--- src/rtl/gpio_port_bank.sv ---
// ---------------------------------------------------------------------------
// gpio_port_bank
//   NPORTS x WIDTH general-purpose I/O bank behind the internal register bus.
//   Each port has OUT/DIR registers with atomic set/clear/toggle aliases,
//   a synchronised input view, and per-bit edge-triggered interrupt flags.
//
// Ports
//   clk      core clock, rising edge
//   RESETn   asynchronous active-low reset
//   addr     {port index, reg offset[3:0]}
//   wr_en    write strobe (one cycle per access)
//   rd_en    read strobe (one cycle per access)
//   wdata    write data
//   rdata    registered read data, valid the cycle after rd_en, held until next read
//   pad_in   raw pad inputs (asynchronous to clk)
//   pad_out  OUT registers, port p at [p*WIDTH +: WIDTH]
//   pad_oe   DIR registers (1 = drive)
//   irq      registered OR over ports of (IFLAG & IE)
//
// Register offsets (per port)
//   0 OUT  1 DIR  2 IN(ro)  3 OUTSET  4 OUTCLR  5 OUTTGL  6 IE
//   7 IRISE  8 IANY  9 IFLAG(W1C)  10..15 reserved (read 0)
// ---------------------------------------------------------------------------

// Per-port slice: registers, input synchroniser, edge detect, flags.
//   i_we       write strobe already qualified for this port
//   i_reg      register offset
//   i_wdata    write data
//   i_evt_en   low during post-reset warm-up; masks edge events
//   i_pad      raw pad inputs of this port
//   o_out      OUT register
//   o_dir      DIR register
//   o_rdata    combinational read value for i_reg
//   o_irq_src  any enabled flag pending in this port
module gpio_port_lane #(
  parameter int WIDTH       = 8,
  parameter int SYNC_STAGES = 2
) (
  input  logic             clk,
  input  logic             RESETn,
  input  logic             i_we,
  input  logic [3:0]       i_reg,
  input  logic [WIDTH-1:0] i_wdata,
  input  logic             i_evt_en,
  input  logic [WIDTH-1:0] i_pad,
  output logic [WIDTH-1:0] o_out,
  output logic [WIDTH-1:0] o_dir,
  output logic [WIDTH-1:0] o_rdata,
  output logic             o_irq_src
);

  localparam logic [3:0] R_OUT    = 4'd0;
  localparam logic [3:0] R_DIR    = 4'd1;
  localparam logic [3:0] R_IN     = 4'd2;
  localparam logic [3:0] R_OUTSET = 4'd3;
  localparam logic [3:0] R_OUTCLR = 4'd4;
  localparam logic [3:0] R_OUTTGL = 4'd5;
  localparam logic [3:0] R_IE     = 4'd6;
  localparam logic [3:0] R_IRISE  = 4'd7;
  localparam logic [3:0] R_IANY   = 4'd8;
  localparam logic [3:0] R_IFLAG  = 4'd9;

  logic [WIDTH-1:0] r_out, r_dir, r_ie, r_irise, r_iany, r_iflag, r_prev;
  logic [SYNC_STAGES-1:0][WIDTH-1:0] r_sync;

  logic [WIDTH-1:0] w_in, w_rise, w_fall, w_evt, w_clr;

  // Last synchroniser stage is the architectural IN value.
  assign w_in   = r_sync[SYNC_STAGES-1];
  assign w_rise = w_in & ~r_prev;
  assign w_fall = ~w_in & r_prev;

  // IANY takes priority over IRISE; otherwise IRISE picks rise vs fall.
  assign w_evt = i_evt_en ?
                 ((r_iany & (w_rise | w_fall)) |
                  (~r_iany &  r_irise & w_rise) |
                  (~r_iany & ~r_irise & w_fall)) : '0;

  assign w_clr = (i_we && i_reg == R_IFLAG) ? i_wdata : '0;

  always_ff @(posedge clk or negedge RESETn) begin
    if (!RESETn) begin
      r_sync <= '0;
      r_prev <= '0;
    end else begin
      r_sync <= {r_sync[SYNC_STAGES-2:0], i_pad};
      r_prev <= w_in;
    end
  end

  always_ff @(posedge clk or negedge RESETn) begin
    if (!RESETn) begin
      r_out   <= '0;
      r_dir   <= '0;
      r_ie    <= '0;
      r_irise <= '0;
      r_iany  <= '0;
    end else if (i_we) begin
      case (i_reg)
        R_OUT:    r_out   <= i_wdata;
        R_DIR:    r_dir   <= i_wdata;
        R_OUTSET: r_out   <= r_out | i_wdata;
        R_OUTCLR: r_out   <= r_out & ~i_wdata;
        R_OUTTGL: r_out   <= r_out ^ i_wdata;
        R_IE:     r_ie    <= i_wdata;
        R_IRISE:  r_irise <= i_wdata;
        R_IANY:   r_iany  <= i_wdata;
        default:  ;
      endcase
    end
  end

  // Set is OR'd in after the clear, so a same-cycle event beats W1C.
  always_ff @(posedge clk or negedge RESETn) begin
    if (!RESETn) r_iflag <= '0;
    else         r_iflag <= (r_iflag & ~w_clr) | w_evt;
  end

  always_comb begin
    o_rdata = '0;
    case (i_reg)
      R_OUT:   o_rdata = r_out;
      R_DIR:   o_rdata = r_dir;
      R_IN:    o_rdata = w_in;
      R_IE:    o_rdata = r_ie;
      R_IRISE: o_rdata = r_irise;
      R_IANY:  o_rdata = r_iany;
      R_IFLAG: o_rdata = r_iflag;
      default: o_rdata = '0;
    endcase
  end

  assign o_out     = r_out;
  assign o_dir     = r_dir;
  assign o_irq_src = |(r_iflag & r_ie);

endmodule

module gpio_port_bank #(
  parameter  int WIDTH       = 8,
  parameter  int NPORTS      = 2,
  parameter  int SYNC_STAGES = 2,
  localparam int ADDR_W      = $clog2(NPORTS) + 4
) (
  input  logic                    clk,
  input  logic                    RESETn,
  input  logic [ADDR_W-1:0]       addr,
  input  logic                    wr_en,
  input  logic                    rd_en,
  input  logic [WIDTH-1:0]        wdata,
  output logic [WIDTH-1:0]        rdata,
  input  logic [NPORTS*WIDTH-1:0] pad_in,
  output logic [NPORTS*WIDTH-1:0] pad_out,
  output logic [NPORTS*WIDTH-1:0] pad_oe,
  output logic                    irq
);

  localparam int WARM = SYNC_STAGES + 1;
  localparam int WCW  = $clog2(WARM + 1);

  logic [ADDR_W-1:0]             w_port;
  logic [3:0]                    w_reg;
  logic [NPORTS-1:0]             w_we;
  logic [NPORTS-1:0]             w_irq_src;
  logic [NPORTS-1:0][WIDTH-1:0]  w_out, w_dir, w_lane_rd;
  logic [WIDTH-1:0]              w_rd;
  logic                          w_evt_en;

  logic [WCW-1:0]                r_warm;
  logic [WIDTH-1:0]              r_rdata;
  logic                          r_irq;

  assign w_port = addr >> 4;
  assign w_reg  = addr[3:0];

  // Warm-up: hold off edge events until the synchronisers and history
  // flops hold real pad state, so pads high at reset raise no flags.
  always_ff @(posedge clk or negedge RESETn) begin
    if (!RESETn)                    r_warm <= '0;
    else if (r_warm != WCW'(WARM))  r_warm <= r_warm + 1'b1;
  end
  assign w_evt_en = (r_warm == WCW'(WARM));

  genvar p;
  generate
    for (p = 0; p < NPORTS; p++) begin : g_port
      // Out-of-range port indices never match, so those writes are dropped.
      assign w_we[p] = wr_en && (w_port == ADDR_W'(p));

      gpio_port_lane #(
        .WIDTH       (WIDTH),
        .SYNC_STAGES (SYNC_STAGES)
      ) u_lane (
        .clk       (clk),
        .RESETn    (RESETn),
        .i_we      (w_we[p]),
        .i_reg     (w_reg),
        .i_wdata   (wdata),
        .i_evt_en  (w_evt_en),
        .i_pad     (pad_in[p*WIDTH +: WIDTH]),
        .o_out     (w_out[p]),
        .o_dir     (w_dir[p]),
        .o_rdata   (w_lane_rd[p]),
        .o_irq_src (w_irq_src[p])
      );
    end
  endgenerate

  // Read mux; unmatched (out-of-range) ports read as 0.
  always_comb begin
    w_rd = '0;
    for (int i = 0; i < NPORTS; i++)
      if (w_port == ADDR_W'(i)) w_rd = w_lane_rd[i];
  end

  // Sampled before any same-cycle write lands, so rd+wr returns old data.
  always_ff @(posedge clk or negedge RESETn) begin
    if (!RESETn)    r_rdata <= '0;
    else if (rd_en) r_rdata <= w_rd;
  end

  always_ff @(posedge clk or negedge RESETn) begin
    if (!RESETn) r_irq <= 1'b0;
    else         r_irq <= |w_irq_src;
  end

  assign rdata   = r_rdata;
  assign irq     = r_irq;
  assign pad_out = w_out;
  assign pad_oe  = w_dir;

endmodule

--- config.mk ---
export PLATFORM = sky130hd
export DESIGN_NAME = gpio_port_bank
export DESIGN_NICKNAME = d
export VERILOG_FILES = /design/src/rtl/gpio_port_bank.sv
export SDC_FILE = /design/constraint.sdc
export NUM_CORES = 1
export LEC_CHECK = 0
export BUFFER_PORTS_ARGS = -buffer_cell sky130_fd_sc_hd__buf_4
export CORE_MARGIN = 8
export CORE_UTILIZATION = 45
export CTS_CLUSTER_DIAMETER = 40
export DETAILED_ROUTE_END_ITERATION = 12
export GPL_TIMING_DRIVEN = 0
export PLACE_DENSITY_LB_ADDON = 0.12
export SETUP_SLACK_MARGIN = 0.3
export SLEW_MARGIN = 20
export SYNTH_ARGS = -nofsm -noshare
export SYNTH_HDL_FRONTEND = slang
export SYNTH_SLANG_ARGS = --single-unit
--- constraint.sdc ---
create_clock -name clk -period 2.2 [get_ports clk]
set_clock_uncertainty 0.1 [all_clocks]
set_input_delay 0.11 -clock clk [delete_from_list [all_inputs] [get_ports clk]]
set_output_delay 0.11 -clock clk [all_outputs]
set_load 0.005 [all_outputs]
==> flow_metrics.py, run 1 <==
metrics = {
    "synthesis": {
        "post_synth.cell_area_avg_um2": 10.9,
        "syn-cell-area_mm2": 0.00802,
        "synthFlopType": "dfrtp_1",
        "yosysWarnings": 0,
        "synthCells": 733,
        "synth_edf_count": 0,
        "async_reset_ff_share_pct": 100,
        "synth_seq_area_share_pct": 48.4,
        "yosys_register_bits": 155,
        "syn-num-nets": 831,
        "ys_types": 52,
    },
    "placed_design": {
        "port_buffers": 64,
        "gp_congestion": 0.901,
        "hpwlAfterDp_um": 17800,
    },
    "clock_network": {
        "clk_transition_reported_paths_ps": 70,
        "clockRootBuffer": "clkbuf_16",
        "clk_path_buf_depth": 2,
        "numCtsBuffers": 17,
        "clk_latency_ps": 430,
        "cts_tree": "yes",
        "clock-sinks": 155,
        "h-tree-depth": 4,
    },
    "worst_setup_path": {
        "critPathKind": "in -> reg",
        "cp.required_ps": 2400,
        "path_cells": "clkbuf_1 > inv_1 > ha_1 > o2bb2ai_1 > a221oi_2 > o21ai_1",
        "critPathArrivalTime_ps": 2080,
        "crit_path_end_kind": "flop",
        "cp_slowest_stage_delay_ps": 660,
        "start_kind": "input port",
        "cp_max_fo": 9,
        "cp_slowest_cell": "clkbuf_1",
    },
    "layout": {
        "multi_input_area_mm2": 0.00373,
        "drive_gt1_share_pct": 20.8,
        "n_antenna_cell": 0,
        "regArea_mm2": 0.00388,
        "syn2layout_area_growth_pct": 20.2,
        "fin_nets": 934,
        "fillCellCount": 1538,
        "fin_util_pct": 54.4,
    },
    "drt": {
        "vias_per_cell": 5.88,
        "routed_wl_um": 24900,
        "drtIter0Drc": 598,
        "firstDrtPassIters": 5,
        "post-route-drc-count": 0,
        "vias": 6338,
        "antenna_left": 0,
        "routedWlPerCell_um": 23.1,
    },
    "power_and_ir_drop": {
        "p_leak_nw": 4.45,
        "total_power_w": 0.00816,
        "ir_drop_uv": 578,
        "power_density_mw_per_mm2": 846,
    },
    "global_route": {
        "grtUsageTotal_pct": 22.8,
        "grt_pass1_vias": 6385,
        "grt_overflow": 0,
        "grt_first_pass_wirelength_um": 38100,
        "antenna_found_initial": 0,
        "grt_max_degree": 99,
    },
    "sta": {
        "slew_headroom_pct": 39.3,
        "max_freq_mhz": 533,
        "slew_viol_final": 0,
        "hold_violations": 0,
        "fin_crit_ps": 1880,
        "final.period_utilization_pct": 85.2,
        "worstMarginPinSlew_ps": 910,
        "setup_violations": 0,
        "hold_slack_ps": 61.7,
        "rsz0062_at_grt": "no",
    },
    "floorplanning": {
        "io_pins": 74,
        "dieArea_mm2": 0.0224,
        "coreArea_mm2": 0.0177,
        "rows": 49,
        "die_width_um": 150,
        "dieHeight_um": 150,
        "start_util_pct": 45.3,
    },
    "worst_hold_path": {
        "hold_path_class": "in -> reg",
    },
    "job": {
        "drv_cap": 0,
    },
    "run_status": {
        "status": "complete, no violations",
    },
}
-- layout by cell type, fill, tap and decap left out, types with 5 or more instances in the layout --
master and n:
o21ai_0 36, a221oi_2 10, o21ai_1 17, o2bb2ai_1 20
inv_1 58, o211ai_1 5, nand2_1 79, a21oi_1 27
a211oi_1 18, inv_6 6, buf_2 14, mux2i_1 12
clkbuf_1 19, nor2b_1 23, buf_4 70, a22oi_1 23
ha_1 65, clkbuf_16 17, dfrtp_1 155, a22o_1 25
nor2_1 12, a221oi_1 10, mux2_2 39, dlygate4sd3_1 17
-- cells in the mapped netlist (all sizes together) (2+ instances only) --
cell type	number	area share, %
a32o	4	0.50
ha	65	10
a2bb2oi	2	0.22
nand2	79	3.7
o221ai	4	0.44
a22oi	23	2.2
o2111ai	4	0.44
o21ai	53	3.3
nand3b	3	0.28
and3	4	0.31
and3b	2	0.22
nor3b	2	0.25
nor2b	23	1.8
mux2	39	5.5
clkbuf	19	0.89
a211oi	18	1.7
o22ai	2	0.16
nor2	12	0.56
a21o	2	0.19
a21oi	27	1.7
o211ai	5	0.47
nor3	3	0.31
nor4	2	0.53
dfrtp	155	48
nand4	3	0.23
mux2i	12	1.5
o21bai	3	0.33
nand3	4	0.25
o2bb2ai	20	2.2
a221oi	20	3.0
a22o	25	2.7
buf	22	1.7
inv	58	2.7
nand2b	4	0.31
-- timing repair --
action                                  4_1_cts  5_1_grt
pin swaps                                     0        1
setup buffers                                 0        2
resized for setup                             1        1
hold buffers                                 17        0
endpoints found under the setup margin       10       16
hold endpoints to repair                     73        0
-- critical path: cells and delay by family --
family	cells	cell delay, ps
buffers and inverters	2	1170
AOI/OAI and AO/OA	3	410
adders and majority gates	1	370
-- state kept, by name, summed over array words and instances (netlist names), 16 cells and up --
signal	cells
g_port.u_lane.r_sync	16
g_port.u_lane.w_in	16
g_port.u_lane.r_ie	16
g_port.u_lane.o_out	16
g_port.u_lane.o_dir	16
g_port.u_lane.r_iany	16
g_port.u_lane.r_prev	16
g_port.u_lane.r_irise	16
g_port.u_lane.r_iflag	16
-- worst paths after layout --
kind | endpoint | slack, ps | cells past startpoint | from
max reg2reg | g_port[1].u_lane.r_iflag[4]$_DFF_PN0_ | 450 | 4 | r_warm[0]$_DFFE_PN0N_
min | rdata[4]$_DFFE_PN0P_ | 60 | 3 | rd_en
min in group asynchronous | g_port[0].u_lane.w_in[5]$_DFF_PN0_ | 110 | 2 | RESETn
max | g_port[1].u_lane.o_out[4]$_DFFE_PN0P_ | 320 | 6 | wdata[4]
max in group asynchronous | rdata[0]$_DFFE_PN0P_ | 1040 | 3 | RESETn
min reg2reg | g_port[0].u_lane.w_in[3]$_DFF_PN0_ | 250 | 0 | g_port[0].u_lane.r_sync[3]$_DFF_PN0_
-- report_power, final --
group	switching (W)	leakage, nW	internal, W
logic	0.000712	2.29	0.000693
registers	0.000433	1.86	0.00321
clock network	0.00126	0.299	0.00184
total	0.00241	4.45	0.00575
-- logic make-up after synthesis --
logic type | after synthesis | share of synthesized area (%)
AO/OA/AOI/OAI | 215 | 19.8
flip-flops | 155 | 48.4
AND/OR/NAND/NOR | 147 | 9.39
buffers and inverters | 99 | 5.26
adder cells (fa/ha/maj) | 65 | 10.1
multiplexers | 51 | 6.97
XOR/XNOR | 1 | 0.109
-- through the flow --
step / instances / TNS, ps / setup slack, ps / area (um^2)
2_1_floorplan: 733 / 0 / 659 / 8020
3_3_place_gp: 1026 / -394 / -41.1 / 8790
3_5_place_dp: 1027 / -673 / -63.1 / 8820
4_1_cts: 1076 / 0 / 387 / 9620
5_1_grt: 1078 / 0 / 332 / 9640
6_report: 1078 / 0 / 325 / 9640
-- metal layers --
metal  vias up  track usage (%)  wire [um]
met2       250             35.2      11500
met4         0             8.93        692
met1      3185             30.3      11100
met3        48             5.87       1640
met5         -                0          0
li1       2855                -          -
-- area by class of cell --
type                    instances  share of cell area (%)
inverters                      58                    2.26
clock inverters                14                    1.91
multi-input cells             479                    38.7
repair buffers                 84                    7.27
well taps                     229                    2.97
clock buffers                  18                    4.56
flip-flops and latches        155                    40.2
plain buffers                  41                    2.13
Power figures use the tool's default switching activity.
==> run 2: changes to the inputs <==
--- a/config.mk
+++ b/config.mk
@@ -9,6 +9,7 @@
 export CORE_MARGIN = 8
 export CORE_UTILIZATION = 45
 export CTS_CLUSTER_DIAMETER = 40
+export CTS_CLUSTER_SIZE = 30
 export DETAILED_ROUTE_END_ITERATION = 12
 export GPL_TIMING_DRIVEN = 0
 export PLACE_DENSITY_LB_ADDON = 0.12
==> constraint.sdc (replaced) <==
create_clock -name clk -period 2.1 [get_ports clk]
set_clock_uncertainty 0.1 [all_clocks]
set_input_delay 0.105 -clock clk [delete_from_list [all_inputs] [get_ports clk]]
set_output_delay 0.105 -clock clk [all_outputs]
set_load 0.005 [all_outputs]
==> flow_metrics.py, run 2 (synthesis gave the netlist of run 1 again) <==
metrics = {
    "drt": {
        "routed_wl_um": 25000,
        "wl_met3_um": 1780,
        "post-route-drc-count": 0,
        "firstDrtPassIters": 5,
        "met2WireLength_um": 11400,
        "routedWlPerCell_um": 23.2,
        "drtIter0Drc": 604,
        "antenna_left": 0,
        "top_layer": "met4",
        "vias_per_cell": 5.88,
        "vias": 6336,
        "wl_met1_um": 11000,
    },
    "clock_network": {
        "clk_transition_reported_paths_ps": 60,
        "clk_latency_ps": 430,
        "clock-sinks": 155,
        "clockRootBuffer": "clkbuf_16",
        "clk_path_buf_depth": 2,
        "h-tree-depth": 4,
        "cts_tree": "yes",
        "numCtsBuffers": 17,
    },
    "worst_setup_path": {
        "crit_family": "buffers and inverters",
        "rrSetupSlack_ps": 450,
        "cp_slowest_cell": "nor4b_4",
        "critPathKind": "in -> reg",
        "critPathBufInv": 3,
        "critPathArrivalTime_ps": 1960,
        "start_kind": "input port",
        "reg2reg_to": "rdata[1]$_DFFE_PN0P_",
        "rr_worst_depth": 4,
        "path_cells": "buf_4 > nor4b_4 > buf_2 > nand2_1 > clkbuf_1 > o21ai_0",
        "cp_max_fo": 10,
        "cp_slowest_stage_delay_ps": 440,
        "cp.required_ps": 2340,
        "crit_path_end_kind": "flop",
        "startpoint": "addr[0]",
        "timing.rr.start": "g_port[0].u_lane.r_iany[1]$_DFFE_PN0P_",
    },
    "power_and_ir_drop": {
        "power.switching_w": 0.00253,
        "power_density_mw_per_mm2": 885,
        "p_comb_share_pct": 17.2,
        "clkPwrFrac_pct": 38.1,
        "total_power_w": 0.00855,
        "p_leak_nw": 4.45,
        "p_seq_share_pct": 44.7,
        "ir_drop_uv": 613,
        "p_int_w": 0.00602,
        "swShare_pct": 29.6,
    },
    "worst_hold_path": {
        "min_from": "rd_en",
        "hold_depth": 3,
        "min_to": "rdata[4]$_DFFE_PN0P_",
        "hold_path_class": "in -> reg",
    },
    "sta": {
        "slew_headroom_pct": 50.2,
        "hold_violations": 0,
        "worstMarginPinSlew_ps": 744,
        "slew_viol_final": 0,
        "final.period_utilization_pct": 82.0,
        "rsz0062_at_grt": "yes",
        "fin_crit_ps": 1720,
        "setup_violations": 0,
        "max_freq_mhz": 580,
    },
    "placed_design": {
        "hpwlAfterDp_um": 17800,
        "port_buffers": 64,
        "place_area_mm2": 0.00882,
        "gp_congestion": 0.901,
    },
    "layout": {
        "final_common_cell": "dfrtp_1",
        "fillCellCount": 1541,
        "fin_nets": 933,
        "postLayoutCellArea_mm2": 0.00966,
        "drive_gt1_share_pct": 21.2,
        "layout_common_cells": "155 x dfrtp_1, 79 x nand2_1, 68 x buf_4",
        "syn2layout_area_growth_pct": 20.4,
        "n_antenna_cell": 0,
    },
    "floorplanning": {
        "start_util_pct": 45.3,
        "coreArea_mm2": 0.0177,
        "dieArea_mm2": 0.0224,
        "io_pins": 74,
        "die_width_um": 150,
        "dieHeight_um": 150,
        "rows": 49,
    },
    "global_route": {
        "grt_first_pass_wirelength_um": 38200,
        "grt_overflow": 0,
        "grt_pass1_vias": 6392,
        "grt_max_degree": 99,
        "antenna_found_initial": 0,
        "grtUsageTotal_pct": 22.9,
    },
    "job": {
        "drv_cap": 0,
    },
    "run_status": {
        "status": "complete, no violations",
    },
}
-- run 2: worst max path at each step --
| stage | endpoint | slack (ps) | cells after the start |
|---|---|---|---|
| 6_report | g_port[0].u_lane.r_iany[7]$_DFFE_PN0P_ | 380 | 6 |
| 3_5_place_dp | g_port[1].u_lane.o_dir[0]$_DFFE_PN0P_ | -160 | 4 |
| 4_1_cts | g_port[0].u_lane.r_iany[0]$_DFFE_PN0P_ | 310 | 6 |
| 2_1_floorplan | rdata[7]$_DFFE_PN0P_ | 560 | 7 |
| 3_3_place_gp | g_port[1].u_lane.o_dir[2]$_DFFE_PN0P_ | -140 | 4 |
| 5_1_grt | g_port[0].u_lane.r_iany[6]$_DFFE_PN0P_ | 260 | 7 |
-- run 2: routing by layer --
layer | track usage, % | vias to the layer above
met5 | 0 | -
met2 | 35.2 | 269
met1 | 30.2 | 3157
met3 | 5.87 | 56
met4 | 8.88 | 0
li1 | - | 2854
-- run 2: metrics by stage --
stage / utilization (%) / setup TNS [ps] / std cells / worst slack, ps / hold slack, ps
3_5_place_dp: 49.8 / -2380 / 1027 / -158 / -27.0
3_3_place_gp: 49.6 / -2080 / 1026 / -136 / 114
6_report: 54.5 / 0 / 1077 / 377 / 66.3
2_1_floorplan: - / 0 / 733 / 564 / -291
4_1_cts: 54.4 / 0 / 1077 / 309 / 29.2
5_1_grt: 54.5 / 0 / 1077 / 261 / 44.9
-- run 2: worst register-to-register path: cells and delay by family, from the launching register on --
family / cells / cell delay, ps
AOI/OAI and AO/OA: 4 / 1010
DFF: 1 / 430
-- run 2: area by class of cell --
type	instances	area [um^2]	share of cell area (%)
Clock buffer	18	439	4.55
Buffer	41	208	2.15
Clock inverter	14	184	1.90
Tap cell	229	287	2.97
Sequential cell	155	3880	40.2
Timing Repair Buffer	83	706	7.31
Inverter	58	218	2.25
Multi-Input combinational cell	479	3740	38.7
-- run 2: power by group through the flow --
stage	Clock [W]	Sequential [W]	Combinational, W
after floorplan	0	0.00371	0.000833
after global placement	0	0.00384	0.00138
after detailed placement	0	0.00386	0.00145
after CTS	0.00329	0.00381	0.00148
after global routing	0.00342	0.00386	0.00165
final	0.00325	0.00382	0.00147
-- run 2: timing repair --
| action | in CTS | in global routing |
|---|---|---|
| setup endpoints to repair | 14 | 21 |
| hold buffers | 17 | 0 |
| setup buffers | 1 | 0 |
| pin swaps | 1 | 0 |
| resized for setup | 1 | 7 |
| endpoints found under the hold margin | 73 | 0 |
